`src/rtl/usb_rx_decode.sv`:
```
// -----------------------------------------------------------------------------
// usb_rx_decode
//   Receive-side line decoder for USB full-speed. Synchronises the raw D+/D-
//   lines, recovers bit timing from D+ edges, NRZI-decodes the line, drops
//   stuffed zeros and detects end-of-packet and stuffing/EOP errors.
//
// Parameters
//   CLKS_PER_BIT  system clocks per USB bit period (even, >= 4)
//   STUFF_LIMIT   consecutive decoded 1s after which a stuffed 0 is expected
//
// Ports
//   clk           system clock
//   rst           asynchronous active-high reset
//   d_plus        raw D+ line, asynchronous to clk
//   d_minus       raw D- line, asynchronous to clk
//   d_orig        decoded data bit, valid while shift_enable is high
//   shift_enable  one-cycle strobe per delivered data bit
//   receiving     high from packet start until EOP or error recovery
//   eop           one-cycle pulse on a valid end of packet
//   rx_error      one-cycle pulse on a stuff violation or malformed EOP
// -----------------------------------------------------------------------------
module usb_rx_decode #(
  parameter int CLKS_PER_BIT = 8,
  parameter int STUFF_LIMIT  = 6
) (
  input  logic clk,
  input  logic rst,
  input  logic d_plus,
  input  logic d_minus,
  output logic d_orig,
  output logic shift_enable,
  output logic receiving,
  output logic eop,
  output logic rx_error
);

  localparam int CW = $clog2(CLKS_PER_BIT);
  localparam int OW = $clog2(STUFF_LIMIT + 1);

  localparam logic [CW-1:0] SAMPLE_AT = CW'(CLKS_PER_BIT / 2);
  localparam logic [CW-1:0] CNT_MAX   = CW'(CLKS_PER_BIT - 1);
  localparam logic [OW-1:0] ONES_MAX  = OW'(STUFF_LIMIT);

  typedef enum logic [1:0] {
    S_IDLE,
    S_ACTIVE,
    S_EOP_SE0,
    S_ERROR
  } state_t;

  // Synchroniser and edge-history flops
  logic r_dp_meta, r_dp_s, r_dp_d;
  logic r_dm_meta, r_dm_s;

  // Timing recovery and decode state
  state_t          r_state;
  logic [CW-1:0]   r_cnt;
  logic            r_prev;      // line level (D+) of the previous decoded bit
  logic [OW-1:0]   r_ones;      // run length of consecutive decoded 1s
  logic [1:0]      r_se0_cnt;   // SE0 bit times seen while looking for EOP
  logic            r_err_se0;   // SE0 seen while recovering from an error

  // Registered outputs
  logic r_d_orig, r_shift_en, r_eop, r_rx_err;

  // Combinational decode
  state_t          w_state_next;
  logic            w_edge, w_sample, w_j, w_k, w_se0, w_bit;
  logic [CW-1:0]   w_cnt_inc, w_cnt_next;
  logic            w_prev_next;
  logic [OW-1:0]   w_ones_next;
  logic [1:0]      w_se0_next;
  logic            w_err_se0_next;
  logic            w_deliver, w_eop_set, w_err_set, w_receiving;

  // ---------------------------------------------------------------------------
  // Input synchronisers. They reset to the J idle level so that leaving reset
  // never looks like a line edge or a K.
  // ---------------------------------------------------------------------------
  // NOTE: flops are written with <= so every register samples the values from
  // before the clock edge; blocking writes here would collapse the chain.
  always_ff @(posedge clk or posedge rst) begin
    if (rst) begin
      r_dp_meta <= 1'b1;
      r_dp_s    <= 1'b1;
      r_dp_d    <= 1'b1;
      r_dm_meta <= 1'b0;
      r_dm_s    <= 1'b0;
    end else begin
      r_dp_meta <= d_plus;
      r_dp_s    <= r_dp_meta;
      r_dp_d    <= r_dp_s;
      r_dm_meta <= d_minus;
      r_dm_s    <= r_dm_meta;
    end
  end

  assign w_j    =  r_dp_s & ~r_dm_s;
  assign w_k    = ~r_dp_s &  r_dm_s;
  assign w_se0  = ~r_dp_s & ~r_dm_s;
  assign w_edge = r_dp_s ^ r_dp_d;

  // NRZI: no change in level decodes as 1, a transition as 0.
  assign w_bit = (r_dp_s == r_prev);

  // An edge on the sample cycle resyncs the counter and defers the sample.
  assign w_sample  = (r_cnt == SAMPLE_AT) && !w_edge;
  assign w_cnt_inc = (r_cnt == CNT_MAX) ? '0 : r_cnt + CW'(1);
  // In IDLE the first K marks the start of the first SYNC bit; elsewhere any
  // D+ edge realigns the bit clock.
  assign w_cnt_next = ((r_state == S_IDLE) ? w_k : w_edge) ? CW'(1) : w_cnt_inc;

  // ---------------------------------------------------------------------------
  // FSM process 1: state register
  // ---------------------------------------------------------------------------
  always_ff @(posedge clk or posedge rst) begin
    if (rst) r_state <= S_IDLE;
    else     r_state <= w_state_next;
  end

  // ---------------------------------------------------------------------------
  // FSM process 2: next-state logic
  // ---------------------------------------------------------------------------
  // NOTE: every signal assigned in an always_comb gets a default at the top,
  // so no path can leave it unassigned and infer a latch.
  always_comb begin
    w_state_next = r_state;
    unique case (r_state)
      S_IDLE: begin
        if (w_k) w_state_next = S_ACTIVE;
      end
      S_ACTIVE: begin
        if (w_sample) begin
          if (w_se0)                             w_state_next = S_EOP_SE0;
          else if (r_ones == ONES_MAX && w_bit)  w_state_next = S_ERROR;
        end
      end
      S_EOP_SE0: begin
        if (w_sample) begin
          if (w_se0) begin
            if (r_se0_cnt == 2'd2) w_state_next = S_ERROR;
          end else if (w_k) begin
            w_state_next = S_ERROR;
          end else begin
            // J or SE1 after one or two SE0 bit times
            w_state_next = S_IDLE;
          end
        end
      end
      S_ERROR: begin
        if (w_sample && r_err_se0 && !w_se0 && !w_k) w_state_next = S_IDLE;
      end
      default: w_state_next = S_IDLE;
    endcase
  end

  // ---------------------------------------------------------------------------
  // FSM process 3: outputs and datapath next values
  // ---------------------------------------------------------------------------
  always_comb begin
    w_deliver      = 1'b0;
    w_eop_set      = 1'b0;
    w_err_set      = 1'b0;
    w_prev_next    = r_prev;
    w_ones_next    = r_ones;
    w_se0_next     = r_se0_cnt;
    w_err_se0_next = r_err_se0;
    w_receiving    = (r_state != S_IDLE);

    unique case (r_state)
      S_IDLE: begin
        if (w_k) begin
          w_prev_next    = 1'b1;
          w_ones_next    = '0;
          w_se0_next     = '0;
          w_err_se0_next = 1'b0;
        end
      end
      S_ACTIVE: begin
        if (w_sample) begin
          if (w_se0) begin
            w_se0_next = 2'd1;
          end else begin
            w_prev_next = r_dp_s;
            if (r_ones == ONES_MAX) begin
              // A 0 here is the stuffed bit and is swallowed; a 1 means the
              // transmitter failed to stuff.
              if (w_bit) begin
                w_err_set      = 1'b1;
                w_err_se0_next = 1'b0;
              end else begin
                w_ones_next = '0;
              end
            end else begin
              w_deliver   = 1'b1;
              w_ones_next = w_bit ? r_ones + OW'(1) : '0;
            end
          end
        end
      end
      S_EOP_SE0: begin
        if (w_sample) begin
          if (w_se0) begin
            w_se0_next = r_se0_cnt + 2'd1;
            if (r_se0_cnt == 2'd2) begin
              w_err_set      = 1'b1;
              w_err_se0_next = 1'b0;
            end
          end else if (w_k) begin
            w_err_set      = 1'b1;
            w_err_se0_next = 1'b0;
          end else begin
            w_eop_set = 1'b1;
          end
        end
      end
      S_ERROR: begin
        // Only an SE0 immediately followed by J/SE1 ends error recovery.
        if (w_sample) w_err_se0_next = w_se0;
      end
      default: ;
    endcase
  end

  // ---------------------------------------------------------------------------
  // Datapath and registered outputs
  // ---------------------------------------------------------------------------
  always_ff @(posedge clk or posedge rst) begin
    if (rst) begin
      r_cnt      <= '0;
      r_prev     <= 1'b1;
      r_ones     <= '0;
      r_se0_cnt  <= '0;
      r_err_se0  <= 1'b0;
      r_d_orig   <= 1'b1;
      r_shift_en <= 1'b0;
      r_eop      <= 1'b0;
      r_rx_err   <= 1'b0;
    end else begin
      r_cnt      <= w_cnt_next;
      r_prev     <= w_prev_next;
      r_ones     <= w_ones_next;
      r_se0_cnt  <= w_se0_next;
      r_err_se0  <= w_err_se0_next;
      r_shift_en <= w_deliver;
      r_eop      <= w_eop_set;
      r_rx_err   <= w_err_set;
      // d_orig holds its last delivered value between strobes
      if (w_deliver) r_d_orig <= w_bit;
    end
  end

  assign d_orig       = r_d_orig;
  assign shift_enable = r_shift_en;
  assign receiving    = w_receiving;
  assign eop          = r_eop;
  assign rx_error     = r_rx_err;

endmodule

```
`config.mk`:
```
export PLATFORM = sky130hd
export DESIGN_NAME = usb_rx_decode
export DESIGN_NICKNAME = d
export VERILOG_FILES = /design/src/rtl/usb_rx_decode.sv
export SDC_FILE = /design/constraint.sdc
export NUM_CORES = 1
export LEC_CHECK = 0
export BUFFER_PORTS_ARGS = -buffer_cell sky130_fd_sc_hd__buf_2
export CAP_MARGIN = 20
export CORE_ASPECT_RATIO = 0.7
export CORE_MARGIN = 1.5
export CORE_UTILIZATION = 40
export DETAILED_ROUTE_END_ITERATION = 8
export SYNTH_ARGS = -nofsm -noshare
export SYNTH_HDL_FRONTEND = slang
export SYNTH_SLANG_ARGS = --single-unit
```
`constraint.sdc`:
```
create_clock -name clk -period 1.8 [get_ports clk]
set_input_delay 0.27 -clock clk [delete_from_list [all_inputs] [get_ports clk]]
set_output_delay 0.27 -clock clk [all_outputs]
set_load 0.05 [all_outputs]
```
Word level (Yosys, flattened, before mapping)
Cells that the tools add are included. W data, S select, Z words.

Mux-type cells: 57. Shifts and indexed selects: 0. Reduce and logical (&&, ||, !) cells: 17. Div/mod/pow operators: 0. Bitwise logic cells: 5. Order comparisons: 0. $add $sub $neg: 3. Multiply operators: 0. Equality and inequality tests: 21.

Operators by type and width (count): $mux W1 (29); $mux W2 (14); $mux W3 (8); $ne A2 B2 Y1 const B (10); $reduce_and A6 Y1 (2); $eq A3 B3 Y1 const B (3); $ne A3 B3 Y1 const B (3); $pmux W2 S4 (1); $reduce_and A7 Y1 (1); $add A3 B1 Y3 const B (2); $eq A2 B2 Y1 const B (3); $pmux W2 S3 (1); $pmux W3 S2 (1); $logic_and A1 B1 Y1 (5); $reduce_and A5 Y1 (1); $pmux W1 S2 (2); $pmux W1 S4 (1); $reduce_and A4 Y1 (1); $reduce_bool A2 Y1 (2); $logic_not A1 Y1 (3); $reduce_bool A3 Y1 (1); $add A2 B1 Y2 const B (1); $and A1 B1 Y1 (2); $eq A2 B1 Y1 const B (1); other kinds (4) (5).

Memory bits (read-only): 0. Output and inout bits: 5. Bits of input ports: 4. Word-level logic and storage cells: 118. RAM bits: 0. Register bits: 21. Memories kept: 0. Latch bits: 0.

Logic depth before layout (Yosys ltp)
Depth in word-level cells: 8. Mapped depth: 8. Mapped depth without buffers: 7.

Worst setup path after synthesis
No wires, ideal clock.

Kind: register to register. Start: register r_state[0]. End: register r_ones[0]. Arrival time: 1.689 ns. Buffers on the path: 1. Data required time: 1.723 ns. Stages on the path, launching flop included: 9. Slack: 0.034 ns. Library setup time: 0.077 ns. Cell sequence: dfrtp_1 inv_1 ha_1 clkbuf_1 inv_1 nand2_1 o22ai_1 nand4_1 o21ai_1.

Longest elaborated chain between the ends: 3. Elaborated cells on any way between the ends: 9. Classes of those cells: eq/ne: 5; mux: 1; reduce/logical: 3.

RTL lines: from (decl) (line 56) `state_t r_state;`; from (signal assigned) (line 118) `else r_state <= w_state_next;`; $eq A2 B1 Y1 or $logic_not A2 Y1 (tied branches) (line 170) `unique case (r_state)`; $ne A3 B3 Y1 (no line) (tied with other cells); $reduce_and A5 Y1 (no line); to (signal assigned) (line 242) `r_ones <= w_ones_next;`; to (decl) (line 59) `logic [OW-1:0] r_ones;`.

Several ways; a longest one is shown, not always the timed one. A chain may end at the register's enable or synchronous reset.

Worst setup path after layout
Start: register r_dp_s. End: register r_state[0].

Longest elaborated chain between the ends: 8. Elaborated cells on any way between the ends: 26. Classes of those cells: eq/ne: 7; mux: 6; bitwise: 4; reduce/logical: 9.

RTL lines: from (decl) (line 52) `logic r_dp_meta, r_dp_s, r_dp_d;`; from (signal assigned) (line 91) `r_dp_s <= r_dp_meta;`; $xor A1 B1 Y1 (line 101) `assign w_edge = r_dp_s ^ r_dp_d;`; $logic_not A1 Y1 (line 107) `assign w_sample = (r_cnt == SAMPLE_AT) && !w_edge;`; $logic_and A1 B1 Y1 (line 107); $logic_and A1 B1 Y1 (3 in a row) (line 151) `if (w_sample && r_err_se0 && !w_se0 && !w_k) w_state_next = S_IDLE;`; $ne A2 B2 Y1 (no line); $reduce_and A6 Y1 (no line).

Several ways; a longest one is shown, not always the timed one. The select of a mux whose other input is x is not followed.

==> out/qor.csv <==
metric,value,unit
status,"finished, violations left",
failing checks,negative setup slack,
die width,69.1,microns
root buffer cell,clkbuf_8,
R2R setup slack,-0.02,ns
GP Congestion,0.904,
Worst Skew,0.00463,ns
post-route cell area,0.00148,sq mm
die height,49.3,microns
syn_nets,137,
synth unique cells,41,
"EDFF count, synth",0,
Syn-to-layout area delta,21.3,%
Core Area,0.00284,sq mm
crit path time final,1.82,ns
Synth Cell Area,0.00122,sq mm
Max Cap Viol,0,
Worst Hold End,r_dp_meta$_DFF_PP1_,
CP max FO,18,
Max clock buf depth,2,
Reg2Reg Depth,6,
final hold viol count,0,
Hold WC Path Type,input port to flop,
initial antenna violation count,0,
Slew headroom,72.3,%
min-delay src,d_plus,
worst setup margin,-0.0209,ns
Final Max Slew Viols,0,
Reg-to-Reg Start,r_dp_s$_DFF_PP1_,
leakage,0.680,nW
DR DRC count,0,
first-pass GRT wire length,4.26,mm
setup violators final,1,
crit path launch type,flop,
RSZ-0062 raised after global routing,yes,
Via Count,987,
Crit path required time,1.94,ns
number of nets with antenna violations after routing,0,
# nets final,159,
vias in the first global route,917,
port bufs,8,
dpl cell area,0.00137,sq mm
final WL,2.63,mm
Setup CP Type,flop to flop,
IO Pins,9,
clock sink count,21,
Iteration-0 DRC Markers,60,
clk_lat worst skew,0.26,ns
Worst EP arrival,1.96,ns
Inserted Diodes,0,
DR pass1 iterations,4,
vias per cell,5.48,
"FF+latch count, synth",21,
gr usage total,16.0,%
drt wl/cell,14.6,microns
hpwl dp,1.88,mm
syn avg cell area,9.94,sq um
hold path depth,1,
CTS tree,yes,
largest net degree at the start of global routing,19,
worst slew pin tran,0.415,ns
"Async S/R FF share, synth",100,%
share of layout cells above drive strength 1,31.9,%
sequential fraction of the synthesis area,43.5,%
Ys Warns,0,
"Top FF cell, synth",dfrtp_1,
Reg-to-Reg End,r_state[0]$_DFFE_PP0P_,
element type at the critical path end,flop,
Tcrit/Tclk final,101,%
CTS buffer count,3,
die area,0.00340,sq mm
H-tree depth reported by CTS,1,
Worst-path clk slew,0.07,ns
pwr dens,1340,mW/mm^2
Overflow after GRT,0,
Peak Freq,549,MHz
Cells after Synth,123,
Starting Density,43.0,%
Peak VDD IR,0.000486,V
Rows,16,
fin util,52.2,%
## report_power, final
| group | leakage, nW | switching, W | internal [W] | total (W) |
|---|---|---|---|---|
| Combinational | 0.397 | 0.000598 | 0.000435 | 0.00103 |
| Clock | 0.0228 | 0.000147 | 0.000158 | 0.000304 |
| Sequential | 0.260 | 0.0000755 | 0.000577 | 0.000653 |
## registers in the layout (all words and copies together), names as in the netlist, 2 cells and up
name and flops:
r_se0_cnt 2, r_state 2, r_ones 3, r_cnt 3
## layer usage
metal	vias to the layer above	track usage (%)	share of wire, %
met4	0	4.90	1.6
met2	46	22.1	43
met1	453	22.2	48
met3	6	7.23	8.0
met5	-	0	0
li1	482	-	-
## layout make-up
class / instances / area (sq um)
repair buffers: 22 / 160
fillers: 252 / 1360
flip-flops and latches: 21 / 532
clock buffers: 4 / 45.0
inverters: 11 / 41.3
well taps: 36 / 45.0
multi-input cells: 86 / 659
## repair_timing
item / in CTS / in global routing
pin swaps: 0 / 5
buffers inserted: 0 / 2
endpoints found under the hold margin: 2 / 0
endpoints found under the setup margin: 2 / 6
resized for setup: 2 / 11
hold buffers: 1 / 0
## Yosys cell counts, types with 2 or more instances
library cell / instances / area (sq um)
dfstp_2: 5 / 131
nor2_1: 12 / 45.0
nand4_1: 3 / 18.8
buf_6: 2 / 22.5
clkbuf_1: 3 / 11.3
a32o_1: 2 / 20.0
o21ai_1: 7 / 35.0
a21oi_1: 5 / 25.0
o21a_1: 2 / 15.0
nand2_1: 10 / 37.5
o22ai_1: 2 / 12.5
inv_1: 11 / 41.3
ha_1: 10 / 125
nor3_1: 2 / 10.0
o21ai_0: 5 / 25.0
dfrtp_1: 16 / 400
and2_1: 2 / 12.5
## critical path: stages, from the launching register on
cell and delay (ns):
dfstp_2 0.56, buf_12 0.15, xnor2_1 0.18, a31o_1 0.21, o2111ai_2 0.16, nor4bb_1 0.36
a21oi_1 0.08
## through the flow
step           setup TNS [ns]  power, W  hold WS, ns  setup slack, ns  std cells
6_report              -0.0209   0.00199        0.106          -0.0209        180
2_1_floorplan               0   0.00129        0.243           0.0342        123
5_1_grt                -0.177   0.00212       0.0869          -0.0581        180
3_3_place_gp                0   0.00153        0.278           0.0534        173
3_5_place_dp                0   0.00156        0.286           0.0133        173
4_1_cts                     0   0.00188       0.0962           0.0229        178
## cell families (layout without fill, tap and decap cells)
family | after synthesis | in the layout | share of synthesized area [%]
AO/OA/AOI/OAI | 35 | 35 | 19.9
XOR/XNOR | 2 | 2 | 1.43
adder cells (fa/ha/maj) | 10 | 10 | 10.2
buffers and inverters | 16 | 37 | 6.14
flip-flops | 21 | 21 | 43.5
multiplexers | 3 | 3 | 2.97
AND/OR/NAND/NOR | 36 | 36 | 15.9
## cell usage in the layout (no fill, tap or decap), types with 2 or more instances in the layout
master    synthesis  layout
o21ai_2           0       2
nor2_1           12      12
nand4_1           3       3
a32o_1            2       2
ha_1             10       7
buf_2             0       8
o22ai_1           2       2
a21oi_1           5       5
dfrtp_1          16      16
o21ai_1           7       6
dfstp_2           5       5
buf_4             0      12
and2_1            2       2
o21ai_0           5       4
nand2_1          10       9
ha_2              0       3
nor3_1            2       2
o21a_1            2       2
inv_1            11      10
clkbuf_8          0       3
## worst max-delay path by stage
stage / start / end / slack (ns) / cells past startpoint
after floorplan: r_state[0]$_DFFE_PP0P_ / r_ones[0]$_DFFE_PP0P_ / 0.03 / 8
after global placement: r_cnt[0]$_DFF_PP0_ / r_err_se0$_DFFE_PP0P_ / 0.05 / 7
after detailed placement: r_cnt[0]$_DFF_PP0_ / r_err_se0$_DFFE_PP0P_ / 0.01 / 7
after CTS: r_dp_s$_DFF_PP1_ / r_state[1]$_DFFE_PP0P_ / 0.02 / 6
after global routing: r_dp_s$_DFF_PP1_ / r_state[0]$_DFFE_PP0P_ / -0.06 / 6
final: r_dp_s$_DFF_PP1_ / r_state[0]$_DFFE_PP0P_ / -0.02 / 6
Power figures use the tool's default switching activity.
